`src/rtl/memory_tester_pkg.sv`:
```
// Shared types, default sizes and test-pattern function for the memory BIST.
// Imported by the memory_tester top and reusable by any verification code.
package memory_tester_pkg;

  localparam int ADDR_W_DEF = 6;
  localparam int DATA_W_DEF = 16;

  typedef enum logic [2:0] {
    ST_IDLE = 3'd0,
    ST_WR   = 3'd1,
    ST_RD   = 3'd2,
    ST_WRI  = 3'd3,
    ST_RDI  = 3'd4,
    ST_DONE = 3'd5
  } state_t;

  // P(seed, a) = seed ^ R(a), bit i of R(a) = a[i mod ADDR_W];
  // inverted for the second pass. Default widths only.
  function automatic logic [DATA_W_DEF-1:0] pattern(
    input logic [DATA_W_DEF-1:0] seed,
    input logic [ADDR_W_DEF-1:0] a,
    input logic                  invert
  );
    logic [DATA_W_DEF-1:0] r;
    r = '0;
    for (int i = 0; i < DATA_W_DEF; i++) begin
      r[i] = a[i % ADDR_W_DEF];
    end
    pattern = invert ? ~(seed ^ r) : (seed ^ r);
  endfunction

endpackage

```
`src/rtl/memory_tester.sv`:
```
// Built-in self-test initiator: writes P then ~P to every word, reads back.
// Ports: clk/reset/start/advance/seed in; mem_* memory port; busy/done/pass/err results.
module memory_tester
  import memory_tester_pkg::*;
#(
  parameter int ADDR_W = ADDR_W_DEF,
  parameter int DATA_W = DATA_W_DEF
) (
  input  logic              clk,
  input  logic              reset,
  input  logic              start,
  input  logic              advance,
  input  logic [DATA_W-1:0] seed,
  output logic              mem_write,
  output logic              mem_step,
  output logic [ADDR_W-1:0] mem_addr,
  output logic [DATA_W-1:0] mem_din,
  input  logic [DATA_W-1:0] mem_dout,
  output logic              busy,
  output logic              done,
  output logic              pass,
  output logic [ADDR_W+1:0] err_count,
  output logic [ADDR_W-1:0] first_err_addr
);

  state_t            state;
  logic [DATA_W-1:0] seed_q;
  logic [DATA_W-1:0] ramp;
  logic [DATA_W-1:0] expect_pat;
  logic              inv_phase;
  logic              wr_phase;
  logic              rd_phase;
  logic              last_addr;
  logic              mismatch;

  // Address replicated across the data word: bit i = addr[i mod ADDR_W].
  always_comb begin
    ramp = '0;
    for (int i = 0; i < DATA_W; i++) begin
      ramp[i] = mem_addr[i % ADDR_W];
    end
  end

  assign inv_phase  = (state == ST_WRI) || (state == ST_RDI);
  assign wr_phase   = (state == ST_WR) || (state == ST_WRI);
  assign rd_phase   = (state == ST_RD) || (state == ST_RDI);
  assign expect_pat = inv_phase ? ~(seed_q ^ ramp) : (seed_q ^ ramp);
  assign last_addr  = &mem_addr;
  assign mismatch   = rd_phase && advance && (mem_dout != expect_pat);

  assign mem_write = wr_phase;
  assign mem_step  = wr_phase && advance;
  assign mem_din   = wr_phase ? expect_pat : '0;
  assign busy      = wr_phase || rd_phase;
  assign done      = (state == ST_DONE);
  assign pass      = done && (err_count == '0);

  always_ff @(posedge clk) begin
    if (reset) begin
      state          <= ST_IDLE;
      mem_addr       <= '0;
      seed_q         <= '0;
      err_count      <= '0;
      first_err_addr <= '0;
    end else begin
      unique case (state)
        ST_IDLE, ST_DONE: begin
          if (start) begin
            state          <= ST_WR;
            mem_addr       <= '0;
            seed_q         <= seed;
            err_count      <= '0;
            first_err_addr <= '0;
          end
        end
        ST_WR, ST_RD, ST_WRI, ST_RDI: begin
          if (advance) begin
            mem_addr <= mem_addr + 1'b1;
            if (last_addr) begin
              unique case (state)
                ST_WR:   state <= ST_RD;
                ST_RD:   state <= ST_WRI;
                ST_WRI:  state <= ST_RDI;
                default: state <= ST_DONE;
              endcase
            end
          end
          if (mismatch) begin
            if (err_count == '0) first_err_addr <= mem_addr;
            if (err_count != '1) err_count <= err_count + 1'b1;
          end
        end
        default: begin
          state    <= ST_IDLE;
          mem_addr <= '0;
        end
      endcase
    end
  end

endmodule

```
`config.mk`:
```
export PLATFORM = sky130hd
export DESIGN_NAME = memory_tester
export DESIGN_NICKNAME = d
export VERILOG_FILES = /design/src/rtl/memory_tester_pkg.sv /design/src/rtl/memory_tester.sv
export SDC_FILE = /design/constraint.sdc
export NUM_CORES = 1
export LEC_CHECK = 0
export BUFFER_PORTS_ARGS = -buffer_cell sky130_fd_sc_hd__buf_2
export CORE_AREA = 2 2 73 75
export CTS_CLUSTER_DIAMETER = 100
export DETAILED_ROUTE_END_ITERATION = 10
export DIE_AREA = 0 0 75 77
export HOLD_SLACK_MARGIN = 0.12
export PLACE_DENSITY = 0.84
export RECOVER_POWER = 50
export SYNTH_ARGS = -nofsm -noshare
export SYNTH_HDL_FRONTEND = slang
export SYNTH_SLANG_ARGS = --single-unit
```
`constraint.sdc`:
```
create_clock -name clk -period 4.4 [get_ports clk]
set_clock_uncertainty 0.1 [all_clocks]
set_input_delay 0.88 -clock clk [delete_from_list [all_inputs] [get_ports clk]]
set_output_delay 0.88 -clock clk [all_outputs]
set_load 0.02 [all_outputs]
```
==> results of run 1 <==
critical path, stage by stage (launching register included):
cell	delay, ns
dfxtp_1	0.83
nor2_1	0.23
xnor2_1	0.55
inv_1	0.29
buf_2	0.23
cells by family after synthesis:
| logic type | after synthesis | share of synthesized area |
|---|---|---|
| multiplexers | 18 | 0.0652 |
| AND/OR/NAND/NOR | 130 | 0.238 |
| buffers and inverters | 33 | 0.0507 |
| flip-flops | 39 | 0.283 |
| XOR/XNOR | 40 | 0.158 |
| AO/OA/AOI/OAI | 69 | 0.192 |
| adder cells (fa/ha/maj) | 3 | 0.0136 |
state kept, by name (all words and copies together), names as in the netlist:
name	cells
err_count	8
mem_addr	6
seed_q	16
state	3
first_err_addr	6
final timing paths:
kind                           from           endpoint  slack [ns]  cells past startpoint
setup / recovery           state[1]               busy        1.00                      4
hold / removal    first_err_addr[5]  first_err_addr[5]        0.39                      2
setup reg to reg           state[1]  first_err_addr[1]        1.29                      7
hold reg to reg   first_err_addr[5]  first_err_addr[5]        0.39                      2
cells in the mapped netlist (6+ instances only):
master    instances
xnor2_1          19
nand2_1          21
nand3_1          15
nor3_1            7
or2_2             8
a21oi_1          14
dfxtp_1          39
and3_1            6
clkbuf_1         11
mux2i_1          18
xor2_1           15
inv_1            13
o32ai_2           6
a31oi_1           6
nand2b_1          8
nor2_1           43
o21ai_0          10
per-stage QoR:
step                power [uW]  hold slack [ns]  setup WS (ns)
floorplan                  600            0.418           1.66
global placement           659            0.378           1.33
detailed placement         666            0.380           1.31
CTS                        900            0.395           1.05
global route               944            0.420          0.751
finish                     898            0.395           1.00
per-layer routing:
metal | up-vias | share of wire | global-route usage
met5 | - | 0 | 0
li1 | 1308 | - | -
met4 | 0 | 0.013 | 0.0714
met1 | 1258 | 0.44 | 0.321
met3 | 10 | 0.060 | 0.0329
met2 | 97 | 0.49 | 0.393
where the power goes:
part | internal [uW] | switching [uW] | total [uW]
Clock | 111 | 127 | 238
Combinational | 110 | 150 | 259
Sequential | 370 | 30.7 | 400
area by class of cell:
cell class	instances	area share
clock buffers	7	0.0238
clock inverters	1	0.00156
inverters	14	0.0164
multi-input cells	260	0.575
flip-flops and latches	39	0.243
well taps	70	0.0273
repair buffers	77	0.112
==> summary.md, run 1 <==
| Metric | Value |
|---|---|
| Status | complete, no violations |
| H-Tree Depth | 2 |
| Worst-path clk slew | 0.08 ns |
| Post-CTS sizing | 0 |
| Post-synth EDFFs | 0 |
| Slew at the pin closest to its max-slew limit | 1.20 ns |
| Util after Layout | 0.644 |
| DPL Wire Length | 4780 microns |
| Antenna violations before repair | 0 |
| Remaining Overflow, GRT | 0 |
| Most common flop cell mapped by yosys | dfxtp_1 |
| Share of the synthesized area in the top cell type | 0.283 |
| Period utilisation layout | 0.772 |
| Pleak | roughly 0.0013 uW |
| Die width | 75 microns |
| Wire per inst | ~14 microns |
| Peak fanout along the critical path | 20 |
| Gr usage total | 0.239 |
| Number of antenna diodes | 0 |
| Core area | 0.00498 sq mm |
| # nets final | 436 |
| Commonest non-fill, non-tap cell in the layout | buf_2 |
| Share of cells above drive strength 1 | 0.216 |
| Vias in the first global route | 2452 |
| Net count after synthesis | 371 |
| Starting density of the core | 0.555 |
| Total CTS buffers | 5 |
| Site Rows | 26 |
| CP required | around 3.4 ns |
| Async SR Flop Fraction | 0 |
| Synth top area cells | dfxtp_1 (28%), mux2i_1 (6.5%), xnor2_1 (6.0%) |
| Largest net degree at the start of global routing | 45 |
| Post-synth cell types | 54 |
| Syn Area/Cell | 8.32 sq um |
| Hold Fails Final Rpt | 0 |
| Post-CTS setup repair buffer count | 0 |
| Dpl cells | 460 |
| CTS Buffer Depth | 2 |
| Mapped cell area | 0.00276 sq mm |
| Post-layout min period | 3.40 ns |
| Most frequent cells in the layout | buf_2 (56), nor2_1 (43), dfxtp_1 (39), clkbuf_1 (23), nand2_1 (21) |
| Power Density | 280 mW/mm^2 |
| Cell area after layout | between 0.003 and 0.004 sq mm |
| Setup TNS Final | 0 ns |
| CP Launch Type | flop |
| Final GP Congestion | 0.857 |
| Port Buf Inserts | 76 |
| CTS Hold Bufs | 0 |
| Yosys warns | 0 |
| Initial DRC count | 244 |
| Pre-Repair DR Iteration Count | 5 |
| Post-Route WL | around 6600 microns |
| Critical path arrival | 2.42 ns |
| Sequential-to-total area share from yosys stat | 0.283 |
| Final std cells w/o fill | 468 |
| Area taken by multi-input logic gates | 0.00185 sq mm |
| Max-capacitance violation count | 0 |
| Area growth from synthesis to layout | 16.1% |
| Io pins | 77 |
| Fmax | 294 MHz |
| Worst Setup End Kind | output pin |
| DR DRC count | 0 |
| CTS root buf | clkbuf_8 |
| Slew margin rel. | 0.203 |
| Via count | ~2700 |
| Synth area leader | dfxtp_1 |
| Setup violations, final | 0 |
| Final ANT Viol Nets | 0 |
| Die ar. | 0.00578 sq mm |
| Area after DPL | 0.00315 sq mm |
| CP Class | flop to output pin |
| Clock Sinks | 39 |
| Seq cells post-synth | 39 |
| Via/cell ratio | about 5.7 |
| Worst-Skew Late Latency | 0.29 ns |
| First-pass GRT wire length | about 11000 microns |
| Syn Inst Count | around 330 |
| RSZ-0062 raised after global routing | no |
| CTS tree | yes |
| Hold Path Class | flop to flop |
| Register Area | ~800 sq um |
| Fillers | 450 |
| Worst vdd ir | about 0.00016 V |
| Final Max Tran Viols | 0 |
| Die Y | 77 microns |
Power figures use the tool's default switching activity.
==> run 2: changes to the inputs <==
ABC_AREA = 1   (was not set)
CORE_AREA = 2 2 82 84   (was 2 2 73 75)
DIE_AREA = 0 0 84 86   (was 0 0 75 77)
PLACE_DENSITY = 0.75   (was 0.84)
clock period = 3 ns   (was 4.4 ns; I/O delays follow)
==> run 2 against run 1 <==
Combinational power grew to 7.9 times the previous value; largest power group is now combinational cells; cell area is 5.5% higher; count of clock-buffer cells in the layout is 1 lower; total power grew to 3.6 times the previous value; first-iteration DRC count is 18% lower; clock power is 69% higher; routed wire length is 18% higher.
==> summary.md, run 2 <==
| Metric | Value |
|---|---|
| Max reg flops | 16 (unchanged) |
| Async SR Flop Fraction | 0 (unchanged) |
| Most common flop cell mapped by yosys | dfxtp_1 |
| Worst-path clk slew | 0.09 ns (about the same) |
| Worst Hold Path EP | seed_q[9] |
| CTS root buf | clkbuf_8 |
| Post-layout min period | 2.69 ns |
| Die width | 84 microns (+12%) |
| # nets final | 601 (+38%) |
| Post-Route WL | 7720 microns (+18%) |
| Starting density of the core | 0.469 (-0.0856) |
| Yosys warns | 0 (unchanged) |
| Syn Inst Count | 493 (+48%) |
| Final Max Tran Viols | 0 (unchanged) |
| Commonest non-fill, non-tap cell in the layout | nand2_1 |
| Slew at the pin closest to its max-slew limit | 0.806 ns (-0.390 ns) |
| Post-CTS setup repair buffer count | 0 (unchanged) |
| Synth area leader | dfxtp_1 |
| Util after Layout | 0.539 (-0.105) |
| DR DRC count | 0 (unchanged) |
| Status | complete, no violations |
| Most frequent cells in the layout | nand2_1 (154), inv_1 (71), buf_2 (54), nand3_1 (51), a21oi_1 (49) |
| Post-synth top cells | nand2_1 (154), inv_1 (71), nand3_1 (51) |
| CTS Hold Bufs | 0 (unchanged) |
| Seq cells post-synth | 39 (unchanged) |
| Count leader, synth | nand2_1 |
| Max incr delay on CP | 0.44 ns (-0.39 ns) |
| Fmax | 372 MHz |
| Post-synth EDFFs | 0 (unchanged) |
| Slew margin rel. | 0.457 (+0.254) |
| Via count | 3273 (+22%) |
| Synth top area cells | dfxtp_1 (27%), nand2_1 (20%), inv_1 (9.0%) |
| Peak fanout along the critical path | 16 (-20%) |
| Die ar. | 0.00722 sq mm (+25%) |
| Worst slack, placed | 0.406 ns (-0.904 ns) |
| Via/cell ratio | 5.11 (-10%) |
| Critical path arrival | 1.99 ns (-0.43 ns) |
| Io pins | 77 (unchanged) |
| Remaining Overflow, GRT | 0 (unchanged) |
| Worst vdd ir | 0.000389 V (+140%) |
| Final ANT Viol Nets | 0 (unchanged) |
| Net count after synthesis | 532 (+43%) |
| R2r endpoint | first_err_addr[3] |
| Gr usage total | 0.218 (-0.0219) |
| Total CTS buffers | 5 (unchanged) |
| R2R depth | 15 (+8) |
| Max-capacitance violation count | 0 (unchanged) |
| Sequential-to-total area share from yosys stat | 0.265 (-0.0177) |
| Worst-Skew Late Latency | 0.31 ns (+0.02 ns) |
| Fillers | 650 (+44%) |
| Setup TNS Final | 0 ns (unchanged) |
| Area after DPL | 0.00332 sq mm (+5.1%) |
| Post-synth cell types | 36 (-33%) |
| Period utilisation layout | 0.896 |
| Syn Area/Cell | 5.97 sq um (-28%) |
| Antenna violations before repair | 0 (unchanged) |
| Clock Sinks | 39 (unchanged) |
| CP max stage cell | dfxtp_1 |
| CP required | 2.30 ns (-1.12 ns) |
| Die Y | 86 microns (+12%) |
| R2R setup slack | 0.42 ns (-0.87 ns) |
| Hold wc startpoint | seed_q[9] |
| CP Launch Type | flop |
| Site Rows | 29 (+12%) |
| CP Class | flop to output pin |
| RSZ-0062 raised after global routing | no |
| Cell area after layout | 0.00338 sq mm (+5.5%) |
| First-pass GRT wire length | 13100 microns (+16%) |
| Wire per inst | 12.1 microns (-14%) |
| Worst hold slack | 0.372 ns (-0.0223 ns) |
| Power Density | 965 mW/mm^2 (+240%) |
| Number of antenna diodes | 0 (unchanged) |
| H-Tree Depth | 2 (unchanged) |
| Reg with most FFs | seed_q |
| Post-CTS sizing | 0 (unchanged) |
| Vias in the first global route | 3014 (+23%) |
| Pre-Repair DR Iteration Count | 5 (unchanged) |
| Area growth from synthesis to layout | 14.9% |
| Final worst setup slack | 0.313 ns (-0.688 ns) |
| Core area | 0.00628 sq mm (+26%) |
| Hold Fails Final Rpt | 0 (unchanged) |
| Mapped cell area | 0.00295 sq mm (+6.7%) |
| Top Family by Delay on Critical Path | buffers and inverters |
| Pleak | 0.00172 uW (+31%) |
| Initial DRC count | 201 (-18%) |
| Setup violations, final | 0 (unchanged) |
| WHS Path Cells | 2 (unchanged) |
| Largest net degree at the start of global routing | 32 (-29%) |
| CTS Buffer Depth | 2 (unchanged) |
| Share of cells above drive strength 1 | 0.162 (-0.0544) |
| Share of the synthesized area in the top cell type | 0.265 (-0.0177) |
| CTS tree | yes |
| Worst Setup End Kind | output pin |
| Worst r2r src | state[1] |
| Final GP Congestion | 0.845 (-1.5%) |
| Port Buf Inserts | 76 (unchanged) |
| CP Cell Sequence | inv_1 -> nor2_1 -> clkinv_1 -> buf_4 -> a21oi_1 -> buf_2 |
| DPL Wire Length | 5850 microns (+22%) |
| Biggest regs | seed_q: 16 flops, err_count: 8 flops |
| Worst Path Buf+Inv | 4 (+2) |
| Hold Path Class | flop to flop |
run 2: changes by cell type after synthesis, moves of 12 or more:
cell	before	now
o21ai_0	10	23
xor2_1	15	3
inv_1	13	71
xnor2_1	19	1
mux2i_1	18	0
a21oi_1	14	49
nand3_1	15	51
nand2_1	21	154
run 2: how the worst max path moves through the flow:
| stage | slack, ns | end | depth (start not counted) | start |
|---|---|---|---|---|
| floorplan | 0.50 | mem_din[10] | 5 | state[0] |
| global route | 0.13 | first_err_addr[3] | 15 | state[1] |
| CTS | 0.36 | mem_din[5] | 5 | state[1] |
| global placement | 0.53 | first_err_addr[5] | 15 | state[1] |
| detailed placement | 0.41 | first_err_addr[3] | 15 | state[1] |
| finish | 0.31 | mem_din[5] | 6 | state[0] |
run 2: power by group:
group / internal, uW / switching, uW
sequential: 675 / 148
combinational: 651 / 1390
clock: 188 / 214
run 2: logic make-up after synthesis:
family                   after synthesis  synth area share
adder cells (fa/ha/maj)                3            0.0127
flip-flops                            39             0.265
buffers and inverters                 92             0.141
AND/OR/NAND/NOR                      274             0.418
XOR/XNOR                               4            0.0119
AO/OA/AOI/OAI                         81             0.152
run 2: cell type report:
class | count | area, sq um | share of cell area
clock buffers | 6 | 82.6 | 0.0244
clock inverters | 2 | 16.3 | 0.00481
inverters | 74 | 278 | 0.0821
multi-input cells | 362 | 1750 | 0.517
flip-flops and latches | 39 | 781 | 0.231
well taps | 77 | 96.3 | 0.0285
repair buffers | 80 | 380 | 0.112
run 2: layer usage:
layer  up-vias  wire length, microns  GRT usage  part of all wire
met5         -                     0          0                 0
met4         0                   158     0.0880             0.020
met2       101                  3570      0.372              0.46
met1      1454                  3590      0.275              0.46
li1       1702                     -          -                 -
met3        16                   405     0.0327             0.052
run 2: tightest hold or removal path, cell delays in order, from the launching register on:
cell	delay (ns)
dfxtp_1	0.31
inv_1	0.06
a21oi_1	0.05
run 2: stage by stage:
stage,instances,power (uW)
floorplan,493,2500
CTS,640,3280
finish,640,3270
global route,640,3590
global placement,632,2830
detailed placement,632,2880
